$ cat config.mk
export PLATFORM = sky130hd
export DESIGN_NAME = serial_adder
export DESIGN_NICKNAME = d
export VERILOG_FILES = /design/src/rtl/serial_adder_pkg.sv /design/src/rtl/full_adder_cell.sv /design/src/rtl/serial_adder.sv
export SDC_FILE = /design/constraint.sdc
export NUM_CORES = 1
export LEC_CHECK = 0
export ABC_AREA = 1
export BUFFER_PORTS_ARGS = -buffer_cell sky130_fd_sc_hd__buf_2
export CORE_MARGIN = 1
export CORE_UTILIZATION = 35
export DETAILED_ROUTE_END_ITERATION = 7
export GPL_ROUTABILITY_DRIVEN = 0
export PLACE_DENSITY = 0.6
export SLEW_MARGIN = 40
export SYNTH_ARGS = -nofsm -noshare
export SYNTH_HDL_FRONTEND = slang
export SYNTH_SLANG_ARGS = --single-unit
export TNS_END_PERCENT = 1
$ cat constraint.sdc
create_clock -name clk -period 2.25 [get_ports clk]
set_clock_uncertainty 0.05 [all_clocks]
set_input_delay 0.1125 -clock clk [delete_from_list [all_inputs] [get_ports clk]]
set_output_delay 0.1125 -clock clk [all_outputs]
set_load 0.005 [all_outputs]
$ cat src/rtl/serial_adder_pkg.sv
// ---------------------------------------------------------------------------
// serial_adder_pkg
//
// Shared definitions for the bit-serial adder.
//   state_t      - FSM states: IDLE, RUN, DONE
//   HACK_WORD_W  - default word width of the HACK datapath (16)
//   cnt_width()  - width of the bit counter for a given operand width
//
// Optional feature macro used by the adder: SERIAL_ADDER_SUB_EN
// (adds a 'sub' port and two's-complement subtraction).
// ---------------------------------------------------------------------------
package serial_adder_pkg;

  typedef enum logic [1:0] {
    IDLE = 2'd0,
    RUN  = 2'd1,
    DONE = 2'd2
  } state_t;

  localparam int HACK_WORD_W = 16;

  // The counter only has to hold 0..w-1. Keep it at least one bit wide
  // so that the smallest legal width still gets a real register.
  function automatic int cnt_width(input int w);
    int r;
    r = $clog2(w);
    if (r < 1) begin
      r = 1;
    end
    return r;
  endfunction

endpackage

$ cat src/rtl/full_adder_cell.sv
// ---------------------------------------------------------------------------
// full_adder_cell
//
// Single combinational 1-bit full adder. The serial adder pushes every
// bit pair of an operation through one instance of this cell.
//
// Ports:
//   x, y  in   operand bits
//   cin   in   carry into this bit
//   sum   out  x ^ y ^ cin
//   cout  out  carry out of this bit
// ---------------------------------------------------------------------------
module full_adder_cell (
  input  logic x,
  input  logic y,
  input  logic cin,
  output logic sum,
  output logic cout
);

  logic half_sum;

  assign half_sum = x ^ y;
  assign sum      = half_sum ^ cin;
  assign cout     = (x & y) | (cin & half_sum);

endmodule

$ cat src/rtl/serial_adder.sv
// ---------------------------------------------------------------------------
// serial_adder
//
// Bit-serial WIDTH-bit adder. A start pulse accepted in IDLE or DONE
// captures both operands and the carry-in; the block then processes one
// bit pair per cycle, LSB first, through a single full_adder_cell, with
// the carry held in a flip-flop between bits. After WIDTH cycles of RUN
// the result is published and done pulses for one cycle.
//
// Parameters:
//   WIDTH  operand/result width, legal range 2..32 (default HACK_WORD_W)
//
// Ports:
//   clk    in   rising-edge clock
//   rst_n  in   asynchronous active-low reset
//   start  in   request, only honoured in IDLE or DONE
//   a, b   in   operands, captured on accepted start
//   cin    in   carry-in, captured on accepted start
//   sub    in   subtract request (only with SERIAL_ADDER_SUB_EN)
//   busy   out  high while bits are being processed
//   done   out  one-cycle pulse, result valid
//   sum    out  result, held until the next completion
//   cout   out  carry out of bit WIDTH-1 (with sub: 1 means no borrow)
//   ovf    out  signed overflow
//
// Optional feature macro: SERIAL_ADDER_SUB_EN. When defined, sub=1 on an
// accepted start captures ~b and forces the carry to 1 (A-B = A+~B+1).
// When undefined the block is add-only and no inversion logic exists.
// ---------------------------------------------------------------------------
module serial_adder
  import serial_adder_pkg::*;
#(
  parameter int WIDTH = HACK_WORD_W
) (
  input  logic             clk,
  input  logic             rst_n,
  input  logic             start,
  input  logic [WIDTH-1:0] a,
  input  logic [WIDTH-1:0] b,
  input  logic             cin,
`ifdef SERIAL_ADDER_SUB_EN
  input  logic             sub,
`endif
  output logic             busy,
  output logic             done,
  output logic [WIDTH-1:0] sum,
  output logic             cout,
  output logic             ovf
);

  localparam int CNT_W = cnt_width(WIDTH);
  localparam logic [CNT_W-1:0] LAST_BIT = CNT_W'(WIDTH - 1);

  state_t           state_q, state_d;
  logic [WIDTH-1:0] a_q, a_d;
  logic [WIDTH-1:0] b_q, b_d;
  // Only WIDTH-1 bits are stored: the final bit comes straight from the
  // cell on the last cycle and goes directly into sum.
  logic [WIDTH-2:0] res_q, res_d;
  logic             carry_q, carry_d;
  logic [CNT_W-1:0] cnt_q, cnt_d;
  logic             busy_q, busy_d;
  logic             done_q, done_d;
  logic [WIDTH-1:0] sum_q, sum_d;
  logic             cout_q, cout_d;
  logic             ovf_q, ovf_d;

  logic             fa_sum;
  logic             fa_cout;
  logic             c_msb;
  logic             accept;
  logic             last_bit;
  logic [WIDTH-1:0] res_shift;
  logic [WIDTH-1:0] b_load;
  logic             carry_load;

  // Operand B and the initial carry as they are loaded on accept.
`ifdef SERIAL_ADDER_SUB_EN
  assign b_load     = sub ? ~b : b;
  assign carry_load = sub ? 1'b1 : cin;
`else
  assign b_load     = b;
  assign carry_load = cin;
`endif

  full_adder_cell u_cell (
    .x    (a_q[0]),
    .y    (b_q[0]),
    .cin  (carry_q),
    .sum  (fa_sum),
    .cout (fa_cout)
  );

  assign accept    = start && ((state_q == IDLE) || (state_q == DONE));
  assign last_bit  = (cnt_q == LAST_BIT);
  // The carry FF currently holds the carry into the bit being processed,
  // so on the last bit it is exactly the carry into the MSB.
  assign c_msb     = carry_q;
  // New sum bit enters at the MSB; after WIDTH shifts bit 0 sits at the LSB.
  assign res_shift = {fa_sum, res_q};

  always_comb begin
    state_d = state_q;
    a_d     = a_q;
    b_d     = b_q;
    res_d   = res_q;
    carry_d = carry_q;
    cnt_d   = cnt_q;
    busy_d  = busy_q;
    done_d  = done_q;
    sum_d   = sum_q;
    cout_d  = cout_q;
    ovf_d   = ovf_q;

    case (state_q)
      IDLE, DONE: begin
        done_d = 1'b0;
        if (accept) begin
          state_d = RUN;
          busy_d  = 1'b1;
          a_d     = a;
          b_d     = b_load;
          carry_d = carry_load;
          cnt_d   = '0;
        end else begin
          state_d = IDLE;
          busy_d  = 1'b0;
        end
      end

      RUN: begin
        a_d     = a_q >> 1;
        b_d     = b_q >> 1;
        res_d   = res_shift[WIDTH-1:1];
        carry_d = fa_cout;
        if (last_bit) begin
          // Counter is cleared instead of incremented so it never wraps.
          state_d = DONE;
          busy_d  = 1'b0;
          done_d  = 1'b1;
          cnt_d   = '0;
          sum_d   = res_shift;
          cout_d  = fa_cout;
          ovf_d   = c_msb ^ fa_cout;
        end else begin
          cnt_d = cnt_q + CNT_W'(1);
        end
      end

      default: begin
        state_d = IDLE;
        busy_d  = 1'b0;
        done_d  = 1'b0;
      end
    endcase
  end

  always_ff @(posedge clk or negedge rst_n) begin
    if (!rst_n) begin
      state_q <= IDLE;
      a_q     <= '0;
      b_q     <= '0;
      res_q   <= '0;
      carry_q <= 1'b0;
      cnt_q   <= '0;
      busy_q  <= 1'b0;
      done_q  <= 1'b0;
      sum_q   <= '0;
      cout_q  <= 1'b0;
      ovf_q   <= 1'b0;
    end else begin
      state_q <= state_d;
      a_q     <= a_d;
      b_q     <= b_d;
      res_q   <= res_d;
      carry_q <= carry_d;
      cnt_q   <= cnt_d;
      busy_q  <= busy_d;
      done_q  <= done_d;
      sum_q   <= sum_d;
      cout_q  <= cout_d;
      ovf_q   <= ovf_d;
    end
  end

  assign busy = busy_q;
  assign done = done_q;
  assign sum  = sum_q;
  assign cout = cout_q;
  assign ovf  = ovf_q;

endmodule

# == Yosys cells after proc, flatten, opt, wreduce, memory -nomap -nowiden ==
# Cells that the tools add are included.
# totals
register_bits,74
word_cells,47
out_inout_bits,20
# op_classes
n_mux,17
n_eq_ne,5
bitwise_logic,6
n_reduce_logical,7
addsub,1
# op_table
operator,n
$pmux 16 s2,2
$mux 16,2
$mux 4,2
$pmux 4 s2,1
$mux 1,6
$add 4x1->4 const B,1
$eq 4x4->1 const B,1
$ne 2x2->1 const B,2
$pmux 1 s2,2
$pmux 2 s2,1
$reduce_and 2->1,2
$xor 1x1->1,3
$and 1x1->1,2
$eq 2x1->1 const B,1
$eq 2x2->1 const B,1
$logic_not 2->1,1
$mux 2,1
$reduce_bool 2->1,1
$reduce_or 2->1,1
$logic_and 1x1->1,1
$logic_or 1x1->1,1
$or 1x1->1,1

# == Longest topological paths before layout ==
# logic_depth
word_depth,5
mapped_depth,7
depth_no_buf,6

# == Modules after synthesis ==
# From an unflattened synthesis, not the netlist that was laid out.
# unflattened
hier_cells,407
hier_area_um2,3314.4
# by_module_without_submodules
mod,area_each_um2,cells_each,instances
serial_adder,3294.4,406,1
full_adder_cell,20.0,1,1

# == Worst setup path before layout ==
# No wires, ideal clock.
# synth_path
path_kind,register to register
start,reg cnt_q[0]
end,reg sum_q[10] (netlist: sum[10])
path_slack_ns,0.927
stages_incl_launch_ff,7
n_path_buf,2
period_less_slack_ns,1.323
arrival_time_ns,1.150
cell_sequence,dfrtp_1 ha_1 nand3_2 buf_2 buf_6 o21ai_0 nand2_1
# synth_via
elab_chain_len,2
# synth_lines
element,line,text
"start, declared",serial_adder.sv:61,"logic [CNT_W-1:0] cnt_q, cnt_d;"
"start signal, assigned",serial_adder.sv:177,cnt_q <= cnt_d;
$eq 4x4->1,serial_adder.sv:95,assign last_bit = (cnt_q == LAST_BIT);
$reduce_and 2->1 (no source line),--,
"end signal, assigned",serial_adder.sv:180,sum_q <= sum_d;
"end, declared",serial_adder.sv:64,"logic [WIDTH-1:0] sum_q, sum_d;"
# Every way passes these cells.
# A chain may end at the register's enable or synchronous reset.

# == Worst setup path in the final report ==
# layout_path
start,reg cnt_q[0]
end,reg ovf_q (netlist: ovf)
# layout_via
elab_chain_len,2
# layout_lines
element,line,text
$eq 4x4->1,serial_adder.sv:95,
$reduce_and 2->1 (no source line),--,
"end signal, assigned",serial_adder.sv:182,ovf_q <= ovf_d;
"end, declared",serial_adder.sv:66,"logic ovf_q, ovf_d;"
# Every way passes these cells.

==> run summary <==
The number of hold violations in the final report is 0. The critical path in this run is classified as flip-flop to flip-flop. Counting I/O delays and the setup requirement, the final critical path takes 1.58 ns. The first global-routing pass estimated 11500 um of wire. The share of final-layout standard cells stronger than drive strength 1 is 0.168. The floorplan core area is ~9200 um^2. The post-CTS resize count is 0. The initial antenna violation count is 0. Leaving out fill and tap cells, the most frequent cell in the layout is sky130_fd_sc_hd__nand2_1. The number of max-cap violations came out at 0. The number of clock buffers inserted by TritonCTS is 9. The worst hold path belongs to the class input pin to flip-flop. 0 antenna diodes ended up in the layout. The slew at the pin closest to its max-slew limit is 0.671 ns. The row count came out at 35. The clock slew at the register clock pins of the worst setup and hold paths is ~0.070 ns. The run finished with clean final reports. The Yosys warning count came out at 0. The count of final max-slew check failures came to 0. For the worst setup path, the data required time is about 2.5 ns. The final routed wire length divided by cell count is roughly 11 um. Detailed placement finished with a half-perimeter wire length of about 4000 um. Counting cells, the worst reg-to-reg path comes to 5. The number of global-route vias before repair is 2529. The clock tree from TritonCTS is built. Setup repair after global routing left no endpoint under its margin.

The die span in x came out at around 100 um. The summed negative setup slack over all endpoints is 0 ns. On the final layout, the worst hold slack is 0.00699 ns.

Yosys attributes the largest share of cell area to sky130_fd_sc_hd__dfrtp_1 56%, sky130_fd_sc_hd__nand2_1 18%, sky130_fd_sc_hd__o21ai_0 5.3%, sky130_fd_sc_hd__o21ai_1 4.9%, sky130_fd_sc_hd__inv_1 4.6%. The number of distinct library cells after synthesis came out at 22. The number of nets in the synthesized netlist is 445. The largest voltage drop on the vdd net is 0.400 mV.

Dividing the synthesized area by the synthesized cell count gives 8.08 um^2. Counting along the longest clock path gives a buffer depth of 2. The clock tree synthesis step divided the H-tree into 3 levels.

The post-layout instance count excluding filler cells is about 600. During I/O placement, the number of pins put on the boundary was 56. The proportion of synthesized chip area in sequential cells is 0.555. The biggest fanout along the worst timing path came out at 19.

The flip-flop and latch count after synthesis came out at 73. The worst hold path passes through 3 cells. The count of endpoints failing setup in the final report is 0. The total overflow reported by the global router came out at 0.

The number of I/O port buffers came out at 55. The number of antenna-violating nets in the routed design is 0. The power density relative to cell area is 1330 nW/um^2.

The number of DRC markers in iteration 0 is 161. Clock tree synthesis selected as its root buffer the cell sky130_fd_sc_hd__clkbuf_8. After synthesis the cells add up to 3290 um^2. The die covers 9790 um^2. In the global route stage, overall resource usage came out at 0.148. The total clock sinks came out at 73. The latest clock arrival within the worst-skew pair came out at 0.34 ns. The share of the clock period used by the worst path after layout is 0.701.

The synthesized design spends more area on one cell type than any other, namely sky130_fd_sc_hd__dfrtp_1. The portion of synthesized cell area occupied by the leading cell type came out at 0.555. In this run the vertical extent of the chip is 98.9 um. The library cells used most frequently in the layout, excluding fill and tap cells, are 159 x sky130_fd_sc_hd__nand2_1, 73 x sky130_fd_sc_hd__dfrtp_1, 54 x sky130_fd_sc_hd__buf_2, 40 x sky130_fd_sc_hd__inv_1, 35 x sky130_fd_sc_hd__o21ai_0. The relative max-transition margin is 0.553. The largest net degree at the start of global routing is 74. The number of placed instances with taps included is 557. The initial core utilization came out at 0.359. The maximum clock frequency came out at around 0.63 GHz. The filler cell count in the final layout came out at 936. The arrival time at the worst endpoint came out at 1.80 ns. The vias per cell is 4.49.

The startpoint type of the worst setup path is a flip-flop. Summed over all cells, the static leakage comes to 2.23 nW. After detailed routing, the number of remaining DRC violations is 0. The vias after detailed routing is approximately 2700. The total number of nets in the final design came out at 521. The wire length reported by the detailed router came out at about 6700 um. The layout-stage area growth over the synthesis result came out at 26.0%. The first-pass detailed-route iteration total came out at 4. The gate count after technology mapping came out at 407. The final total power came out at 0.00552 W. The kind of end point of the critical path is a flip-flop.
-- worst max-delay path, cell delays in order, from the launching register on --
cell	delay, ns
sky130_fd_sc_hd__dfrtp_1	0.41
sky130_fd_sc_hd__ha_1	0.23
sky130_fd_sc_hd__nand3_2	0.22
sky130_fd_sc_hd__nor2_4	0.41
sky130_fd_sc_hd__nand2_1	0.12
sky130_fd_sc_hd__nand2_1	0.07
-- path summary, 6_finish.rpt --
kind	to	from	slack, ns
max	ovf	cnt_q[0]	0.67
min	a_q[15]	a[15]	0.007
max reg2reg	ovf	cnt_q[0]	0.67
min reg2reg	sum[14]	res_q[14]	0.42
max in group asynchronous	a_q[2]	rst_n	1.39
min in group asynchronous	sum[6]	rst_n	0.31
-- final cells by class --
type / count / area (um^2) / area share
inverter: 43 / 164 / 0.0396
sequential: 73 / 1830 / 0.441
clock buffer: 10 / 128 / 0.0308
timing repair buffer: 85 / 597 / 0.144
tap: 111 / 139 / 0.0335
multi-input combinational: 271 / 1170 / 0.284
clock inverter: 6 / 115 / 0.0278
-- state kept, by name, summed over array words and instances (netlist names) --
register	count
a_q	16
b_q	16
busy	1
c_msb	1
cnt_q	4
cout	1
done	1
ovf	1
res_q	15
state_q	1
sum	16
-- where the power goes --
part	switching [W]	internal, W
logic	0.00123	0.000795
clock network	0.000494	0.000743
registers	0.000339	0.00191
-- cell usage after synthesis --
master / instances
sky130_fd_sc_hd__fa_1: 1
sky130_fd_sc_hd__nand3_1: 4
sky130_fd_sc_hd__nand4_1: 1
sky130_fd_sc_hd__xor2_1: 1
sky130_fd_sc_hd__xnor2_1: 1
sky130_fd_sc_hd__nor2_1: 31
sky130_fd_sc_hd__buf_2: 9
sky130_fd_sc_hd__ha_1: 1
sky130_fd_sc_hd__buf_6: 1
sky130_fd_sc_hd__nand2_2: 1
sky130_fd_sc_hd__dfrtp_1: 73
sky130_fd_sc_hd__inv_1: 40
sky130_fd_sc_hd__nor2_4: 2
sky130_fd_sc_hd__nand2_4: 1
sky130_fd_sc_hd__o21ai_1: 32
sky130_fd_sc_hd__clkbuf_1: 2
sky130_fd_sc_hd__nand3_2: 1
sky130_fd_sc_hd__inv_4: 1
sky130_fd_sc_hd__inv_2: 2
sky130_fd_sc_hd__buf_4: 8
sky130_fd_sc_hd__o21ai_0: 35
sky130_fd_sc_hd__nand2_1: 159
-- per-layer routing --
layer	up-vias	GRT usage	share of wire
li1	1403	-	-
met1	1229	0.190	0.47
met2	45	0.250	0.49
met3	12	0.0305	0.032
met4	0	0.0517	0.014
met5	-	0	0
-- cells by family (layout without fill, tap and decap cells) --
family / Yosys count / in the layout / synth area share
AO/OA/AOI/OAI: 67 / 67 / 0.102
buffers and inverters: 63 / 144 / 0.0875
flip-flops: 73 / 73 / 0.555
XOR/XNOR: 2 / 2 / 0.00533
adder cells (fa/ha/maj): 2 / 2 / 0.00989
AND/OR/NAND/NOR: 200 / 200 / 0.240
-- timing repair --
item / CTS / global route
hold buffers: 26 / 0
setup buffers: 0 / 0
endpoints found under the hold margin: 98 / 0
-- metrics by stage --
stage / instance area, um^2 / util / setup WS, ns
3_3_place_gp: 3640 / 0.397 / 0.667
2_1_floorplan: 3290 / - / 0.927
6_report: 4140 / 0.453 / 0.673
5_1_grt: 4140 / 0.453 / 0.513
3_5_place_dp: 3640 / 0.398 / 0.655
4_1_cts: 4140 / 0.453 / 0.640
Power figures use the tool's default switching activity.
